**src/rtl/upcounter_datapath.sv**
```systemverilog
// Counting stage of the SPI up-counter: fixed-rate prescaler, modulo counter and
// a latest-wins transmit holding register feeding the SPI master.
module upcounter_datapath #(
    parameter int CLK_HZ    = 100_000_000,
    parameter int TICK_HZ   = 10,
    parameter int MAX_COUNT = 9999,
    parameter int CNT_W     = 14
) (
    input  logic             clk,
    input  logic             reset,
    input  logic             runstop,
    input  logic             clear,
    output logic [CNT_W-1:0] count,
    output logic             tick,
    output logic [15:0]      tx_data,
    output logic             tx_valid,
    input  logic             tx_ready
);

    localparam int DIV = CLK_HZ / TICK_HZ;
    localparam int P_W = (DIV > 1) ? $clog2(DIV) : 1;
    localparam logic [P_W-1:0]   P_LAST  = P_W'(DIV - 1);
    localparam logic [CNT_W-1:0] CNT_MAX = CNT_W'(MAX_COUNT);

    if (DIV < 2) begin : g_bad_div
        $error("upcounter_datapath: CLK_HZ/TICK_HZ must be at least 2");
    end
    if ((64'd1 << CNT_W) <= 64'(MAX_COUNT)) begin : g_bad_cnt_w
        $error("upcounter_datapath: CNT_W too narrow for MAX_COUNT");
    end

    function automatic logic [CNT_W-1:0] wrap_inc(input logic [CNT_W-1:0] c);
        return (c == CNT_MAX) ? '0 : c + 1'b1;
    endfunction

    function automatic logic [15:0] to_tx(input logic [CNT_W-1:0] c);
        return 16'(c);
    endfunction

    logic [P_W-1:0]   r_p;
    logic [CNT_W-1:0] r_count;
    logic [15:0]      r_tx_data;
    logic             r_tx_valid;

    logic             w_tick;
    logic [P_W-1:0]   w_p_nxt;
    logic [CNT_W-1:0] w_cnt_nxt;
    logic             w_update;

    always_comb begin
        w_tick = runstop && !clear && (r_p == P_LAST);
    end

    // Holding the prescaler while stopped keeps the partial period across a pause.
    always_comb begin
        w_p_nxt = r_p;
        if (clear) begin
            w_p_nxt = '0;
        end else if (runstop) begin
            w_p_nxt = (r_p == P_LAST) ? '0 : r_p + 1'b1;
        end
    end

    always_comb begin
        w_cnt_nxt = r_count;
        if (clear) begin
            w_cnt_nxt = '0;
        end else if (w_tick) begin
            w_cnt_nxt = wrap_inc(r_count);
        end
    end

    // Any change of value is an update; clearing an already-zero count is not.
    always_comb begin
        w_update = (w_cnt_nxt != r_count);
    end

    always_ff @(posedge clk or posedge reset) begin
        if (reset) begin
            r_p     <= '0;
            r_count <= '0;
        end else begin
            r_p     <= w_p_nxt;
            r_count <= w_cnt_nxt;
        end
    end

    // A new value always overwrites the pending one, so the newest count is never lost.
    always_ff @(posedge clk or posedge reset) begin
        if (reset) begin
            r_tx_data  <= '0;
            r_tx_valid <= 1'b0;
        end else if (w_update) begin
            r_tx_data  <= to_tx(w_cnt_nxt);
            r_tx_valid <= 1'b1;
        end else if (r_tx_valid && tx_ready) begin
            r_tx_valid <= 1'b0;
        end
    end

    assign count    = r_count;
    assign tick     = w_tick;
    assign tx_data  = r_tx_data;
    assign tx_valid = r_tx_valid;

endmodule

```
**config.mk**
```make
export PLATFORM = sky130hd
export DESIGN_NAME = upcounter_datapath
export DESIGN_NICKNAME = d
export VERILOG_FILES = /design/src/rtl/upcounter_datapath.sv
export SDC_FILE = /design/constraint.sdc
export NUM_CORES = 1
export LEC_CHECK = 0
export CAP_MARGIN = 40
export CORE_MARGIN = 2
export CORE_UTILIZATION = 52
export DETAILED_ROUTE_END_ITERATION = 16
export PLACE_DENSITY_LB_ADDON = 0.1
export SETUP_SLACK_MARGIN = 0.1
export SYNTH_ARGS = -nofsm -noshare
export SYNTH_HDL_FRONTEND = slang
export SYNTH_SLANG_ARGS = --single-unit
```
**constraint.sdc**
```tcl
create_clock -name clk -period 3.07 [get_ports clk]
set_clock_uncertainty 0.2 [all_clocks]
set_input_delay 0.614 -clock clk [delete_from_list [all_inputs] [get_ports clk]]
set_output_delay 0.614 -clock clk [all_outputs]
set_load 0.01 [all_outputs]
```
======== After elaboration in Yosys (flattened, before gate mapping) ========
Index checks and enable logic that the tools add are counted.
word-level totals
  flip-flop bits (word level) ............. 53
  latch bits .............................. 0
  bits in writable memories ............... 0
  ROM bits ................................ 0
  input bits .............................. 5
  logic and storage cells ................. 23
  memories ................................ 0
operators by class
  $add $sub $neg .......................... 2
  multiply operators ...................... 0
  divide/modulo/power cells ............... 0
  $lt $le $gt $ge ......................... 0
  equality and inequality tests ........... 3
  shift-type cells ........................ 0
  mux-type cells .......................... 8
  bitwise logic cells ..................... 0
  reductions and logical operators ........ 6
operator list
  cell                                            number
  2-to-1 mux 24 bit                               3
  2-to-1 mux 14 bit                               3
  adder 24 x 1 -> 24 bit (second input constant)  1
  == test 24 bit (second input constant)          1
  adder 14 x 1 -> 14 bit (second input constant)  1
  == test 14 bit (second input constant)          1
  inequality test 14 bit                          1
  nonzero test 2 bit                              2
  logical AND 1 bit                               3
  2-to-1 mux 1 bit                                2
  logical NOT 1 bit                               1

======== Longest topological paths before layout ========
Gate-level depths: netlist (run 1).
  word-level depth ........................ 7
  mapped depth ............................ 9
  depth with buffers taken out ............ 7

======== Worst setup path after synthesis (run 1) ========
OpenSTA, ideal clock, no wires.
  kind .................................... reg2reg
  from .................................... register r_p[18]
  to ...................................... register r_tx_data[2], in the netlist tx_data[2]
  setup time .............................. 0.127 ns
  arrival ................................. 2.437 ns
  data required time ...................... 2.743 ns
  slack ................................... 0.305 ns
  cell stages (with the launch flop) ...... 8
  period minus slack after synthesis ...... 2.765 ns
  cell sequence ........................... dfrtp_1 or4b_4 nor4_4 nand4_2 o41ai_1 a21o_2 buf_4 mux2_1
on the way
  longest elaborated chain between the ends .. 5
RTL lines
  element                 RTL line  RTL
  from (decl)             40        logic [P_W-1:0] r_p;
  from (signal assigned)  83        r_p <= w_p_nxt;
  == test 24 bit (*)      51        w_tick = runstop && !clear && (r_p == P_LAST);
  logical AND 1 bit (*)   51
  2-to-1 mux 14 bit (*)   68        end else if (w_tick) begin
  2-to-1 mux 14 bit (*)   66        if (clear) begin
  inequality test 14 bit  75        w_update = (w_cnt_nxt != r_count);
  to (signal assigned)    94        r_tx_data <= to_tx(w_cnt_nxt);
  to (decl)               42        logic [15:0] r_tx_data;
Every way passes the cells marked *; elsewhere a longest branch is shown, timed or not.
A chain may end at the register's enable or synchronous reset.

======== Worst setup path in the final report (run 1) ========
  from .................................... register r_p[7]
  to ...................................... register r_tx_data[4], in the netlist tx_data[4]
Same word-level chain as after synthesis.

==> summary.txt, run 1 <==
Run status
  – Status: completed

STA
  – Unrepaired setup endpoints after global routing: false
  – Setup TNS: 0 ps
  – Final Hold Viols: 0
  – Slew Limit Fails: 0
  – Worst slew margin: 0.560
  – Endpoints failing setup: 0
  – Fmax: 353 MHz
  – Fin crit share: 0.922
  – Slew @ Worst Pin: 660 ps
  – Min Tclk post-route: ~2800 ps

Route
  – DR pass1 iterations: 4
  – Max layer used: met4
  – Detailed-route via count: between 2000 and 3000
  – Avg WL per Cell: 16.1 um
  – Detailed Route Iter0 Violations: roughly 160
  – DRC Markers: 0
  – Wire length on met1: between 3000 and 4000 um
  – Met2 Routed Length: approximately 3400 um
  – Met3 routed WL: about 210 um
  – Final WL: around 7000 um
  – Number of vias per cell: roughly 6.0
  – Final antenna-violating net count: 0

Critical path
  – CP peak stage delay: 550 ps
  – Worst endpoint data arrival time: between 2000 and 3000 ps
  – CP Capture Type: flip-flop
  – CP startpoint kind: flip-flop
  – CP required: 3060 ps
  – Critical path peak fanout: 9
  – Worst Reg-to-Reg Cells: 6
  – R2R setup slack: 240 ps
  – Crit-path slowest cell: or4b_4
  – WS Path Type: reg -> reg
  – Critical path, cell by cell: or4b_4, nor4_4, nand4_2, o41ai_1, a21o_2, mux2_2

Clocking
  – Worst skew pair latency: about 310 ps
  – CTS H-Tree Depth: 2
  – CTS max path bufs: 2
  – TritonCTS Buffers: 5
  – CTS tree: done
  – CTS root buf: clkbuf_8
  – Clock-pin slew on the worst setup and hold paths: about 100 ps
  – Clk sinks: between 50 and 60

Floorplanning
  – Boundary Pins: 37
  – Die outline width: just under 80 um
  – Initial Utilization: 0.533
  – DIE AREA: 0.00623 sq mm
  – Area of the core: between 0.005 and 0.006 sq mm
  – Row cnt: 27
  – Die Y: roughly 80 um

Global route
  – Antenna violations before repair: 0
  – Remaining Overflow, GRT: 0
  – Vias in the first global route: between 2000 and 3000
  – Global-route usage over all layers: 0.241
  – First-pass GRT wire length: ~12000 um
  – Largest net degree at the start of global routing: 54

Flow run
  – Max cap viols: 0

Cells and area
  – Antenna diodes: 0
  – Commonest cells after routing, fill and taps aside: dfrtp_1 (52), o21ai_0 (34), clkdlybuf4s50_1 (33)
  – Area Overhead vs Synth: 21.5%
  – Final non-filler cell total: approximately 430
  – Final instance area: 0.00354 sq mm
  – Nets: about 360
  – Post-layout util: 0.648
  – # fillers: 475
  – Share of post-route cells with drive strength above 1: 0.135
  – Commonest non-fill, non-tap cell in the layout: dfrtp_1

Placed design
  – Post-DP HPWL: roughly 4700 um
  – IO Port Bufs: 34
  – GP Congestion: roughly 0.84
  – DP Area: roughly 0.0034 sq mm
  – Cell count after placement: ~420

Synth
  – Ys flop type: dfrtp_1
  – Number of synthesized flops with an enable pin: 0
  – Yosys warns: 0
  – Post-synthesis async set-or-reset flop share: 1.00
  – Sequential share of the synthesized area: 0.455
  – Post-synthesis register bit count: between 50 and 60
  – Mapped cell area: 0.00292 sq mm
  – Cell variety after synth: 53
  – Post-Synthesis Cells: between 300 and 400
  – Average size of a mapped cell: between 9 and 10 sq um

Power and ir drop
  – Max VDD drop: 0.181 mV
  – Leak Pwr: approximately 1.5 nW
  – Tot Pwr: 1.27 mW
  – Pwr dens: approximately 360 mW/mm^2

Worst hold path
  – Hold Path Depth: 1
  – Hold Crit Class: reg -> reg
==> cell type report <==
type | instances | area, sq um | share of cell area
timing repair buffer | 55 | 493 | 0.139
tap | 72 | 90.1 | 0.0254
multi-input combinational | 235 | 1500 | 0.424
inverter | 4 | 15.0 | 0.00424
clock inverter | 1 | 30.0 | 0.00847
sequential | 53 | 1330 | 0.375
clock buffer | 7 | 86.3 | 0.0244
==> sequential cells by signal, indices dropped and copies added, names as in the netlist <==
register	cells
count	14
r_p	24
tx_data	14
tx_valid	1
==> kinds of logic (layout without fill, tap and decap cells) <==
| logic type | count (synthesis) | count (layout) | synth area share |
|---|---|---|---|
| other cells | 1 | 2 | 0.00129 |
| mux | 7 | 7 | 0.0270 |
| flops | 53 | 53 | 0.455 |
| buf+inv | 22 | 67 | 0.0352 |
| simple gates | 127 | 127 | 0.265 |
| fa+ha+maj | 2 | 2 | 0.00857 |
| compound gates | 87 | 87 | 0.179 |
| xor+xnor | 10 | 10 | 0.0300 |
==> worst max-delay path: cells and delay by family, from the launching register on <==
family | cells | cell delay [ps]
AOI/OAI and AO/OA | 2 | 760
and+or+nand+nor | 3 | 1000
muxes | 1 | 380
DFF | 1 | 390
==> routing by layer <==
metal | track usage | vias up
met3 | 0.0364 | 8
li1 | - | 1233
met1 | 0.322 | 1262
met5 | 0 | -
met2 | 0.403 | 53
met4 | 0.0845 | 0
==> final timing paths <==
path / endpoint / startpoint
setup / recovery: tx_data[4]$_DFFE_PP0P_ / r_p[7]$_DFFE_PP0P_
hold / removal: tx_data[0]$_DFFE_PP0P_ / tx_data[0]$_DFFE_PP0P_
setup reg to reg: tx_data[4]$_DFFE_PP0P_ / r_p[7]$_DFFE_PP0P_
hold reg to reg: tx_data[0]$_DFFE_PP0P_ / tx_data[0]$_DFFE_PP0P_
max in group asynchronous: r_p[19]$_DFFE_PP0P_ / reset
min in group asynchronous: tx_data[8]$_DFFE_PP0P_ / reset
==> per-stage QoR <==
stage | worst slack, ps | hold WS (ps)
6_report | 239 | 299
5_1_grt | 155 | 321
4_1_cts | 119 | 307
3_5_place_dp | 155 | 283
3_3_place_gp | 151 | 274
2_1_floorplan | 305 | 269
==> cells in the mapped netlist (all sizes together), types with 2 or more instances <==
cell type | instances | area, sq um
a21o | 4 | 31.3
a21oi | 18 | 101
a22o | 7 | 61.3
a31oi | 7 | 43.8
and2 | 5 | 31.3
and3 | 9 | 56.3
and4 | 2 | 17.5
buf | 7 | 46.3
clkbuf | 11 | 41.3
dfrtp | 53 | 1330
ha | 2 | 25.0
inv | 4 | 15.0
mux2 | 7 | 78.8
nand2 | 22 | 82.6
nand3 | 10 | 55.1
nand4 | 15 | 100
nor2 | 23 | 86.3
nor2b | 2 | 12.5
nor3 | 4 | 20.0
nor4 | 4 | 55.1
o21ai | 41 | 205
o31ai | 6 | 45.0
o41ai | 2 | 17.5
or2 | 2 | 12.5
or3 | 8 | 50.1
or3b | 2 | 17.5
or4 | 5 | 37.5
or4b | 7 | 73.8
or4bb | 2 | 22.5
xnor2 | 2 | 17.5
xor2 | 8 | 70.1
==> power breakdown <==
part / leakage [nW] / switching (mW) / internal (mW)
combinational: 0.715 / 0.0460 / 0.0233
clock: 0.0585 / 0.235 / 0.266
sequential: 0.736 / 0.00305 / 0.701
total: 1.51 / 0.284 / 0.991
==> repair_timing <==
item                                    4_1_cts  5_1_grt
hold buffers                                  0        0
setup buffers                                 0        3
pin swaps                                     0        2
resized for setup                             2        4
endpoints found under the setup margin        1       17
(Power assumes the default switching activity.)
==> inputs of run 2 (changes only) <==
Settings changed: DONT_BUFFER_PORTS set to 1, GPL_TIMING_DRIVEN set to 0.
==> summary.txt, run 2 (synthesis results as in run 1) <==
Clocking
  – Worst skew pair latency: 310 ps (about the same)
  – CTS H-Tree Depth: 2 (unchanged)
  – Clock-pin slew on the worst setup and hold paths: 110 ps (about the same)
  – TritonCTS Buffers: 5 (unchanged)
  – CTS tree: done
  – Clk sinks: 53 (unchanged)
  – CTS max path bufs: 2 (unchanged)
  – CTS root buf: clkbuf_8

Global route
  – Remaining Overflow, GRT: 0 (unchanged)
  – Global-route usage over all layers: 0.238 (-0.00352)
  – First-pass GRT wire length: 11800 um (-2.5%)
  – Largest net degree at the start of global routing: 34 (-37%)
  – Antenna violations before repair: 0 (unchanged)
  – Vias in the first global route: 2421 (-4.6%)

Floorplanning
  – DIE AREA: 0.00623 sq mm (unchanged)
  – Area of the core: 0.00547 sq mm (unchanged)
  – Die Y: 78.9 um (unchanged)
  – Row cnt: 27 (unchanged)
  – Die outline width: 78.9 um (unchanged)
  – Initial Utilization: 0.533 (unchanged)
  – Boundary Pins: 37 (unchanged)

Route
  – Number of vias per cell: 6.22 (+3.9%)
  – Detailed Route Iter0 Violations: 126 (-20%)
  – Avg WL per Cell: 17.4 um (+7.8%)
  – Detailed-route via count: 2451 (-4.1%)
  – DRC Markers: 0 (unchanged)
  – Final antenna-violating net count: 0 (unchanged)
  – Final WL: 6840 um (-0.52%)
  – DR pass1 iterations: 4 (unchanged)

Worst hold path
  – Hold Crit Class: in -> reg
  – Min-delay src: tx_ready

STA
  – Setup TNS: 0 ps (unchanged)
  – Min Tclk post-route: 2870 ps (+42.6 ps)
  – Fin crit share: 0.936 (+0.0139)
  – Unrepaired setup endpoints after global routing: true
  – Fin Hold WS: 177 ps (-122 ps)
  – Final Hold Viols: 0 (unchanged)
  – Final worst slack: 196 ps (-42.6 ps)
  – Slew @ Worst Pin: 639 ps (-20.6 ps)
  – Slew Limit Fails: 0 (unchanged)
  – Fmax: 348 MHz (-1.5%)
  – Worst slew margin: 0.568 (+0.00771)
  – Endpoints failing setup: 0 (unchanged)

Placed design
  – Post-DP HPWL: 4860 um (+4.3%)
  – GP Congestion: 0.886 (+5.1%)
  – Place WS: -48.0 ps (-203 ps)
  – IO Port Bufs: 0 (-100%)
  – Cell count after placement: 383 (-7.9%)

Cells and area
  – Largest register FFs: 24 (unchanged)
  – Area Overhead vs Synth: 10.6%
  – Nets: 328 (-9.1%)
  – Final non-filler cell total: 394 (-7.7%)
  – Commonest cells after routing, fill and taps aside: dfrtp_1 (51), o21ai_0 (34), nand2_1 (22), nor2_1 (22), a21oi_1 (15)
  – Commonest non-fill, non-tap cell in the layout: dfrtp_1
  – Share of post-route cells with drive strength above 1: 0.134 (-0.00167)
  – Largest Register: r_p
  – Antenna diodes: 0 (unchanged)

Critical path
  – Critical path origin: r_p[16]$_DFFE_PP0P_
  – Critical path peak fanout: 10 (+1)
  – CP startpoint kind: flip-flop
  – CP required: 3070 ps (about the same)
  – Worst endpoint data arrival time: 2880 ps (+50 ps)
  – Reg-to-reg startpoint: r_p[16]$_DFFE_PP0P_
  – CP Capture Type: flip-flop
  – WS Path Type: reg -> reg
  – R2R setup slack: 200 ps (-40 ps)

Power and ir drop
  – Tot Pwr: 1.18 mW (-7.1%)
  – Max VDD drop: 0.255 mV (+41%)
  – Pwr dens: 367 mW/mm^2 (+2.0%)
  – Leak Pwr: 1.36 nW (-9.9%)

Run status
  – Status: completed

Flow run
  – Max cap viols: 0 (unchanged)
==> run 2: changes by cell type in the layout (fill, tap and decap cells not counted), moves of 2 or more <==
cell,previous run,this run
buf_6,0,3
clkbuf_1,1,8
nor3_1,4,2
buf_4,21,4
clkbuf_4,0,2
clkdlybuf4s50_1,33,0
clkinvlp_4,0,2
==> run 2: worst paths after layout <==
kind	cells past startpoint	to
max	7	tx_data[3]$_DFFE_PP0P_
min	1	tx_valid$_DFFE_PP0P_
max in group asynchronous	3	r_p[16]$_DFFE_PP0P_
min reg2reg	1	r_p[22]$_DFFE_PP0P_
max reg2reg	7	tx_data[3]$_DFFE_PP0P_
min in group asynchronous	2	tx_data[10]$_DFFE_PP0P_
==> run 2: repair_timing <==
item                                    4_1_cts  5_1_grt
endpoints found under the hold margin        20        0
pin swaps                                     1        4
resized for setup                             2       19
endpoints found under the setup margin        3       26
hold buffers                                  1        0
buffers inserted                              1        2
==> run 2: layer usage <==
metal | track usage | share of wire | vias to the layer above
met1 | 0.292 | 0.43 | 1209
met3 | 0.0591 | 0.061 | 6
met2 | 0.413 | 0.50 | 70
met4 | 0.0741 | 0.012 | 0
met5 | 0 | 0 | -
li1 | - | - | 1166
==> run 2: worst max-delay path: stages (launching register included) <==
cell and delay (ps):
dfrtp_2 460, or4bb_4 560, nor4_4 300, nand4_4 190, o41ai_2 390, a21o_2 200
buf_6 140, mux2_1 330
==> run 2: through the flow <==
stage / utilization / cell area, sq um
2_1_floorplan: - / 2920
3_3_place_gp: 0.550 / 3010
3_5_place_dp: 0.554 / 3030
4_1_cts: 0.576 / 3150
5_1_grt: 0.590 / 3230
6_report: 0.590 / 3230
==> run 2: final cells by class <==
class | instances | area, sq um
Clock inverter | 3 | 26.3
Sequential cell | 53 | 1330
Multi-Input combinational cell | 235 | 1550
Inverter | 4 | 15.0
Timing Repair Buffer | 5 | 56.3
Clock buffer | 5 | 68.8
Fill cell | 491 | 2240
Buffer | 17 | 96.3
Tap cell | 72 | 90.1
==> run 2: where the power goes <==
part	switching [mW]	total (mW)	leakage (nW)	internal, mW
registers	0.00369	0.705	0.734	0.701
logic	0.0471	0.0679	0.584	0.0208
clock network	0.245	0.411	0.0423	0.166
